### config.mk
export PLATFORM = sky130hd
export DESIGN_NAME = cache_sram_1rw1r
export DESIGN_NICKNAME = d
export VERILOG_FILES = /design/src/rtl/sram_pkg.sv /design/src/rtl/cache_sram_clear_seq.sv /design/src/rtl/cache_sram_1rw1r.sv
export SDC_FILE = /design/constraint.sdc
export NUM_CORES = 1
export LEC_CHECK = 0
export ABC_AREA = 1
export ABC_CLOCK_PERIOD_IN_PS = 3100
export CORE_MARGIN = 1
export CORE_UTILIZATION = 30
export CTS_CLUSTER_DIAMETER = 120
export DETAILED_ROUTE_END_ITERATION = 10
export REMOVE_ABC_BUFFERS = 1
export SYNTH_ARGS = -nofsm -noshare
export SYNTH_HDL_FRONTEND = slang
export SYNTH_SLANG_ARGS = --single-unit
export TNS_END_PERCENT = 10
### constraint.sdc
create_clock -name clk0 -period 3.1 [get_ports clk0]
set_input_delay 0.31 -clock clk0 [delete_from_list [all_inputs] [get_ports clk0]]
set_output_delay 0.31 -clock clk0 [all_outputs]
set_load 0.02 [all_outputs]
### src/rtl/sram_pkg.sv
// Shared types and sizing helpers for the cache SRAM model.
package sram_pkg;

  typedef enum logic {
    SRAM_IDLE  = 1'b0,
    SRAM_CLEAR = 1'b1
  } sram_state_e;

  // Default geometry of the tag/data arrays this model stands in for.
  localparam int SRAM_DATA_WIDTH_DEF  = 24;
  localparam int SRAM_ADDR_WIDTH_DEF  = 4;
  localparam int SRAM_WMASK_WIDTH_DEF = 3;
  localparam int SRAM_GROUP_DEF       = SRAM_DATA_WIDTH_DEF / SRAM_WMASK_WIDTH_DEF;

  // Bits covered by one write-mask bit.
  function automatic int sram_group(input int data_width, input int wmask_width);
    return data_width / wmask_width;
  endfunction

endpackage

### src/rtl/cache_sram_clear_seq.sv
// Clear sequencer: sweeps every entry with the init value after reset or on
// request, and holds the ports off (ready=0) while it runs.
module cache_sram_clear_seq
  import sram_pkg::*;
#(
  parameter int ADDR_WIDTH = 4
) (
  input  logic                  clk0,
  input  logic                  rst0,
  input  logic                  clear,
  output logic                  ready,
  output logic                  clr_we,
  output logic [ADDR_WIDTH-1:0] clr_addr
);

  // Last entry of the sweep; compared explicitly so the counter never wraps
  // into a second pass.
  localparam logic [ADDR_WIDTH-1:0] LAST = '1;

  sram_state_e           state;
  logic [ADDR_WIDTH-1:0] cnt;

  // FSM and sweep counter, with ready/clr_we registered alongside the state.
  always_ff @(posedge clk0) begin
    if (rst0) begin
      state  <= SRAM_CLEAR;
      cnt    <= '0;
      ready  <= 1'b0;
      clr_we <= 1'b1;
    end else begin
      case (state)
        SRAM_IDLE: begin
          if (clear) begin
            state  <= SRAM_CLEAR;
            cnt    <= '0;
            ready  <= 1'b0;
            clr_we <= 1'b1;
          end
        end
        SRAM_CLEAR: begin
          // A clear request here is ignored; the running sweep continues.
          cnt <= cnt + 1'b1;
          if (cnt == LAST) begin
            state  <= SRAM_IDLE;
            ready  <= 1'b1;
            clr_we <= 1'b0;
          end
        end
        default: begin
          state  <= SRAM_CLEAR;
          cnt    <= '0;
          ready  <= 1'b0;
          clr_we <= 1'b1;
        end
      endcase
    end
  end

  assign clr_addr = cnt;

endmodule

### src/rtl/cache_sram_1rw1r.sv
// Behavioural 1RW + 1R SRAM with per-group write mask and a bulk clear.
// Inputs are registered; reads are combinational from the registered address.
module cache_sram_1rw1r
  import sram_pkg::*;
#(
  parameter int                    DATA_WIDTH  = SRAM_DATA_WIDTH_DEF,
  parameter int                    ADDR_WIDTH  = SRAM_ADDR_WIDTH_DEF,
  parameter int                    WMASK_WIDTH = SRAM_WMASK_WIDTH_DEF,
  parameter logic [DATA_WIDTH-1:0] INIT_VALUE  = '0
) (
  input  logic                   clk0,
  input  logic                   rst0,
  input  logic                   csb0,
  input  logic                   web0,
  input  logic [WMASK_WIDTH-1:0] wmask0,
  input  logic [ADDR_WIDTH-1:0]  addr0,
  input  logic [DATA_WIDTH-1:0]  din0,
  output logic [DATA_WIDTH-1:0]  dout0,
  input  logic                   csb1,
  input  logic [ADDR_WIDTH-1:0]  addr1,
  output logic [DATA_WIDTH-1:0]  dout1,
  input  logic                   clear,
  output logic                   ready
);

  localparam int RAM_DEPTH = 1 << ADDR_WIDTH;
  localparam int GROUP     = sram_group(DATA_WIDTH, WMASK_WIDTH);

  logic [DATA_WIDTH-1:0]  mem [RAM_DEPTH];

  logic                   web0_reg;
  logic [WMASK_WIDTH-1:0] wmask0_reg;
  logic [ADDR_WIDTH-1:0]  addr0_reg;
  logic [DATA_WIDTH-1:0]  din0_reg;
  logic [ADDR_WIDTH-1:0]  addr1_reg;
  logic [DATA_WIDTH-1:0]  wbits;

  logic                   clr_we;
  logic [ADDR_WIDTH-1:0]  clr_addr;

  cache_sram_clear_seq #(
    .ADDR_WIDTH (ADDR_WIDTH)
  ) u_clear_seq (
    .clk0     (clk0),
    .rst0     (rst0),
    .clear    (clear),
    .ready    (ready),
    .clr_we   (clr_we),
    .clr_addr (clr_addr)
  );

  // Port registers: capture only while ready; a write strobe lives one cycle.
  always_ff @(posedge clk0) begin
    if (rst0) begin
      web0_reg  <= 1'b1;
      addr0_reg <= '0;
      addr1_reg <= '0;
    end else begin
      if (ready && !csb0) begin
        web0_reg   <= web0;
        wmask0_reg <= wmask0;
        addr0_reg  <= addr0;
        din0_reg   <= din0;
      end else begin
        web0_reg <= 1'b1;
      end
      if (ready && !csb1) addr1_reg <= addr1;
    end
  end

  // Expand the group mask to a per-bit write mask.
  always_comb begin
    wbits = '0;
    for (int g = 0; g < WMASK_WIDTH; g++)
      wbits[g*GROUP +: GROUP] = {GROUP{wmask0_reg[g]}};
  end

  // Array update; the clear write is issued last so it wins on the same entry.
  // Nothing is written on a reset edge, which also drops a pending write.
  always_ff @(posedge clk0) begin
    if (!rst0) begin
      if (!web0_reg)
        mem[addr0_reg] <= (mem[addr0_reg] & ~wbits) | (din0_reg & wbits);
      if (clr_we)
        mem[clr_addr] <= INIT_VALUE;
    end
  end

  assign dout0 = mem[addr0_reg];
  assign dout1 = mem[addr1_reg];

endmodule

==> results of run 1 <==
## final cells by class
class | instances | area (um^2) | share of cell area, %
Timing Repair Buffer | 183 | 2210 | 7.98
Clock inverter | 19 | 246 | 0.892
Multi-Input combinational cell | 2290 | 12200 | 44.1
Inverter | 315 | 1200 | 4.34
Sequential cell | 435 | 8990 | 32.5
Tap cell | 1040 | 1300 | 4.71
Clock buffer | 73 | 1490 | 5.40
## per-stage QoR
| step | std cells | cell area (um^2) | hold slack, ps |
|---|---|---|---|
| 2_1_floorplan | 3040 | 22200 | 379 |
| 3_3_place_gp | 4251 | 25600 | 458 |
| 3_5_place_dp | 4251 | 25600 | 465 |
| 4_1_cts | 4347 | 27400 | 221 |
| 5_1_grt | 4355 | 27600 | 236 |
| 6_report | 4355 | 27600 | 252 |
## synthesized netlist by cell type
library cell	n
o22ai_1	7
dfxtp_1	408
buf_4	1
edfxtp_1	27
or2_0	10
o21ai_0	594
clkinv_1	1
buf_8	11
nand2_1	497
o221ai_1	42
inv_1	311
nand3_1	273
buf_6	27
a21oi_1	343
nand3_2	24
a21oi_2	240
a21boi_0	1
ha_1	4
clkbuf_1	124
o21ai_1	10
nand2_4	24
buf_1	15
o21a_1	1
nand4_1	1
inv_2	3
nor2_1	172
buf_2	117
or2_2	47
## logic make-up (layout without fill, tap and decap cells)
| family | Yosys count | after routing |
|---|---|---|
| AOI/OAI and AO/OA | 1238 | 1238 |
| adders and majority gates | 4 | 4 |
| buffers and inverters | 610 | 590 |
| DFF | 435 | 435 |
| and+or+nand+nor | 1048 | 1048 |
## final timing paths
path	end	startpoint	depth (start not counted)	slack [ps]
max reg2reg	mem[15][2]	flop	9	1040
max	dout0[18]	flop	8	70
min	din0_reg[18]	din0[18]	1	250
min reg2reg	u_clear_seq.clr_we	u_clear_seq.clr_we	2	480
## layout by cell type (no fill, tap or decap), drive strengths merged, types with 27 or more instances in the layout
cell           synthesis  routed
o221ai                42      42
buf                  171      91
o21ai                604     604
dfxtp                408     408
a21oi                583     583
clkbuf               124      77
inv                  314     316
or2                   57      57
nor2                 172     172
nand3                297     297
nand2                521     521
clkdlybuf4s50          0      76
edfxtp                27      27
## where the power goes
group | internal, mW | switching, mW | total [mW]
sequential | 5.66 | 0.0145 | 5.68
combinational | 0.0800 | 0.102 | 0.182
clock | 3.76 | 2.52 | 6.28
## per-layer routing
metal	wire, um	vias up	global-route usage, %
li1	-	11037	-
met1	36800	10480	26.8
met2	40100	980	34.0
met3	6820	186	2.64
met4	3140	2	7.96
met5	13	-	0
## what timing repair did
| item | in CTS | in global routing |
|---|---|---|
| gates resized for setup | 9 | 24 |
| gates cloned | 0 | 4 |
| buffers inserted | 4 | 4 |
| setup endpoints to repair | 33 | 43 |
==> metrics.cfg, run 1 <==
[run_status]
status=finished, final reports clean

[sta]
hold_viol_final=0
timing.final.ws_setup_ps=70.9
worst_clock_skew_ps=19.8
rsz0062_at_grt=no
fin_crit_sh_pct=97.7
final_max_slew_viol_count=0
max_freq_mhz=330
max_slew_margin_pct=53.2
worst_pin_slew_ps=702
finalSetupViolCount=0
tns_ps=0
finalCriticalPeriod_ps=3030

[setup_path]
start_kind=flop
crit_family=buffers and inverters
cp_cell_sequence=buf_12 -> clkbuf_16 -> o21ai_1 -> nand2_1 -> nand3_1 -> nand3_1 -> nand2_1 -> clkdlybuf4s50_1
arrival_ps=2720
worst_setup_path_end_kind=primary output
critPathRequiredTime_ps=2790
critPathKind=reg2out
critPathSlowestCell=clkdlybuf4s50_1
crit_fanout=53
slowest_delay_ps=610
critPathBufInv=3

[die]
die_x_um=284
core_area_um2=78000
row_count=102
io_pins=90
die_h_um=284
die_area_um2=80500
start_util_pct=30.5

[grt]
first_global_vias=20858
antenna_found_initial=1
grt_max_degree=121
grt-ovfl-total=0
grt_use_total_pct=20.5
grt_pass1_wl_um=128000

[synth]
ys_seq_area_share_pct=37.7
synthesis.area_um2=23800
yosys.area_share.xor_xnor_pct=0
synth_top_area_share_pct=34.3
synth_compound_area_share_pct=30.5
synth_warnings=0
syn_inst=3335
yosysUniqueCellTypes=28
ys_ff_latch=435
syn-mean-instance-area_um2=7.14
yosys.area.top_type=dfxtp_1
yosys.area_share.simple_pct=19.9
synthTopCellsByArea=dfxtp_1 34%, o21ai_0 12%, a21oi_2 8.8%
synth_top_family_by_area=compound AO/OA/AOI/OAI gates
synthAdderAreaFrac_pct=0.210
synth_mux_area_share_pct=0

[flow_run]
cap_violations=0

[route]
wl_per_cell_um=19.9
firstDrtPassIters=7
finalWirelength_um=86800
avgViaCountPerCell=5.21
drt_iter0_drc=2363
antenna_left=0
drc=0
num_vias=22685

[clock_network]
clkTransAtPathRegs_ps=60
holdBufCountCts=0
cts_buffers=50
cts.sinks=435
cts_buffer_depth=3
root_buffer=clkbuf_16
clkLatencyLatePin_ps=610
cts_tree=built
h-tree-depth=2

[pwr]
p_leak_nw=10.1
worst_ir_drop_vdd_v=0.000330
finalPower_mw=12.1
power_density_nw_per_um2=439

[finish]
syn_to_final_growth_pct=16.1
fin_nets=3320
fin_util_pct=35.4
antenna_cells=0
largest_reg_flops=384
drive_gt1_share_pct=16.3
fillers=8089

[placed_design]
dp_hpwl_um=46900
portBuffers=89
dp_slack_ps=400
place_congestion=0.822

[min_path]
min_path_type=in2reg

(Power assumes the default switching activity.)
==> run 2: changes to the inputs <==
--- a/config.mk
+++ b/config.mk
@@ -7,7 +7,7 @@
 export LEC_CHECK = 0
 export ABC_AREA = 1
 export ABC_CLOCK_PERIOD_IN_PS = 3100
-export CORE_MARGIN = 1
+export CORE_MARGIN = 4
 export CORE_UTILIZATION = 30
 export CTS_CLUSTER_DIAMETER = 120
 export DETAILED_ROUTE_END_ITERATION = 10
==> run 2 against run 1 <==
Net effect:
- the flow now finishes with violations (negative setup slack)
- clock power shrank 3.8%
- final cell count is essentially flat
- hold slack gained 8.5 ps
- critical endpoint is now dout1[1]
- via count shrank 0.20%
- critical path type unchanged
- first-iteration DRC count grew 2.9%
==> metrics.cfg, run 2 (synthesis gave the netlist of run 1 again) <==
[run_status]
status=finished with violations  ; was finished, final reports clean
violations=negative setup slack

[clock_network]
clkTransAtPathRegs_ps=60  ; about the same
cts_buffers=50  ; unchanged
cts_tree=built  ; unchanged
root_buffer=clkbuf_16  ; unchanged
holdBufCountCts=0  ; unchanged
clkLatencyLatePin_ps=600  ; was 610 ps
cts.sinks=435  ; unchanged
h-tree-depth=2  ; unchanged
cts_buffer_depth=3  ; unchanged

[sta]
worst_clock_skew_ps=26.6  ; was 19.8 ps
max_freq_mhz=321  ; was 330 MHz
fin_crit_sh_pct=101  ; was 97.7%
timing.final.ws_setup_ps=-19.7  ; was 70.9 ps
finalCriticalPeriod_ps=3120  ; was 3030 ps
hold_slack_ps=260  ; was 252 ps
finalSetupViolCount=1  ; was 0
max_slew_margin_pct=38.8  ; was 53.2%
worst_pin_slew_ps=918  ; was 702 ps
final_max_slew_viol_count=0  ; unchanged
rsz0062_at_grt=yes  ; was no
tns_ps=-19.7  ; was 0 ps
hold_viol_final=0  ; unchanged

[pwr]
p_leak_nw=10.2  ; was 10.1 nW
power_density_nw_per_um2=433  ; was 439 nW/um^2
worst_ir_drop_vdd_v=0.000399  ; was 0.000330 V

[route]
firstDrtPassIters=8  ; was 7
drt_iter0_drc=2431  ; was 2,363
antenna_left=0  ; unchanged
wl_per_cell_um=19.6  ; was 19.9 um
drc=0  ; unchanged
avgViaCountPerCell=5.19  ; was 5.21
finalWirelength_um=85500  ; was 86,800 um
num_vias=22639  ; was 22,685

[setup_path]
critPathRequiredTime_ps=2790  ; about the same
worst_setup_path_end_kind=primary output  ; unchanged
arrival_ps=2810  ; was 2720 ps
r2r_end=mem[0][20]  ; was mem[15][2]
reg2reg_depth=6  ; was 9
start_kind=flop  ; unchanged
r2r_slack_ps=980  ; was 1040 ps
crit_fanout=88  ; was 53
critPathKind=reg2out  ; unchanged

[die]
row_count=103  ; was 102
start_util_pct=30.2  ; was 30.5%
core_area_um2=78900  ; was 78,000 um^2
die_x_um=290  ; was 284 um
die_h_um=290  ; was 284 um
io_pins=90  ; unchanged
die_area_um2=84000  ; was 80,500 um^2

[finish]
fin_nets=3313  ; was 3,320
drive_gt1_share_pct=16.1  ; was 16.3%
largest_reg_flops=384  ; unchanged
final_area_um2=27500  ; was 27,600 um^2
fillers=8278  ; was 8,089
layout_common_cells=591 x o21ai_0, 496 x nand2_1, 401 x dfxtp_1  ; was 591 x o21ai_0, 497 x nand2_1, 401 x dfxtp_1
mostFrequentLayoutCell=o21ai_0  ; unchanged
syn_to_final_growth_pct=15.3  ; was 16.1%

[grt]
grt_use_total_pct=19.9  ; was 20.5%
antenna_found_initial=1  ; unchanged
grt_max_degree=92  ; was 121
grt_pass1_wl_um=129000  ; was 128,000 um
grt-ovfl-total=0  ; unchanged
first_global_vias=20931  ; was 20,858

[placed_design]
place_area_um2=25600  ; about the same
place_congestion=0.823  ; was 0.822
portBuffers=89  ; unchanged
dp_hpwl_um=48300  ; was 46,900 um
dp_slack_ps=309  ; was 400 ps

[min_path]
holdPathEnd=din0_reg[11]  ; was din0_reg[18]
min_from=din0[11]  ; was din0[18]
worstHoldPathCells=1  ; unchanged
min_path_type=in2reg  ; unchanged

[flow_run]
cap_violations=0  ; unchanged

[run 2: changes by cell type in the layout (fill, tap and decap cells not counted), sizes merged, moves of 2 or more]
| cell | delta |
|---|---|
| inv | -2 |
| diode | +2 |
| dlygate4sd2 | +10 |
| buf | -5 |
| bufinv | -3 |
| dlymetal6s2s | +8 |
| clkdlybuf4s50 | -18 |
[run 2: area by class of cell]
class | instances | area, um^2 | share of cell area, %
inverter | 315 | 1190 | 4.32
antenna | 2 | 5.00 | 0.0182
clock buffer | 77 | 1540 | 5.59
clock inverter | 14 | 126 | 0.460
timing repair buffer | 176 | 2090 | 7.62
sequential | 435 | 8990 | 32.7
tap | 1050 | 1310 | 4.78
multi-input combinational | 2290 | 12200 | 44.5
[run 2: worst max-delay path by stage]
| stage | endpoint | slack [ps] | cells after the start |
|---|---|---|---|
| finish | dout1[1] | -20 | 8 |
| global route | dout0[5] | -110 | 9 |
| CTS | dout1[22] | -80 | 6 |
| detailed placement | dout1[1] | 310 | 7 |
| global placement | dout1[1] | 290 | 7 |
| floorplan | dout0[11] | -5040 | 6 |
[run 2: critical path: stages, from the launching register on]
cell             delay [ps]
dfxtp_4                 470
buf_16                  300
a21oi_1                 110
o21ai_0                  90
nand2_1                  80
o22ai_1                 270
o21ai_2                 130
buf_4                   170
clkdlybuf4s50_1         520
[run 2: where the power goes]
part	total [mW]	switching (mW)	leakage [nW]	internal (mW)
logic	0.179	0.0990	5.84	0.0803
clock network	6.04	2.48	0.826	3.56
registers	5.68	0.0143	3.53	5.66
total	11.9	2.59	10.2	9.31
[run 2: what timing repair did]
action,4_1_cts,5_1_grt
gates resized for setup,29,25
setup endpoints to repair,27,33
gates cloned,1,0
setup buffers,1,0
pin swaps,0,0
[run 2: through the flow]
step,power [mW],util [%],cells
2_1_floorplan,5.87,-,3040
3_3_place_gp,5.98,32.5,4264
3_5_place_dp,5.98,32.5,4264
4_1_cts,12.0,34.7,4357
5_1_grt,12.2,34.8,4357
6_report,11.9,34.8,4359
[run 2: per-layer routing]
metal	track usage, %	vias to the layer above	part of all wire [%]
met2	33.6	888	47
met4	9.11	0	4.4
met3	2.45	195	6.9
met1	25.3	10530	42
met5	0	-	0
li1	-	11026	-
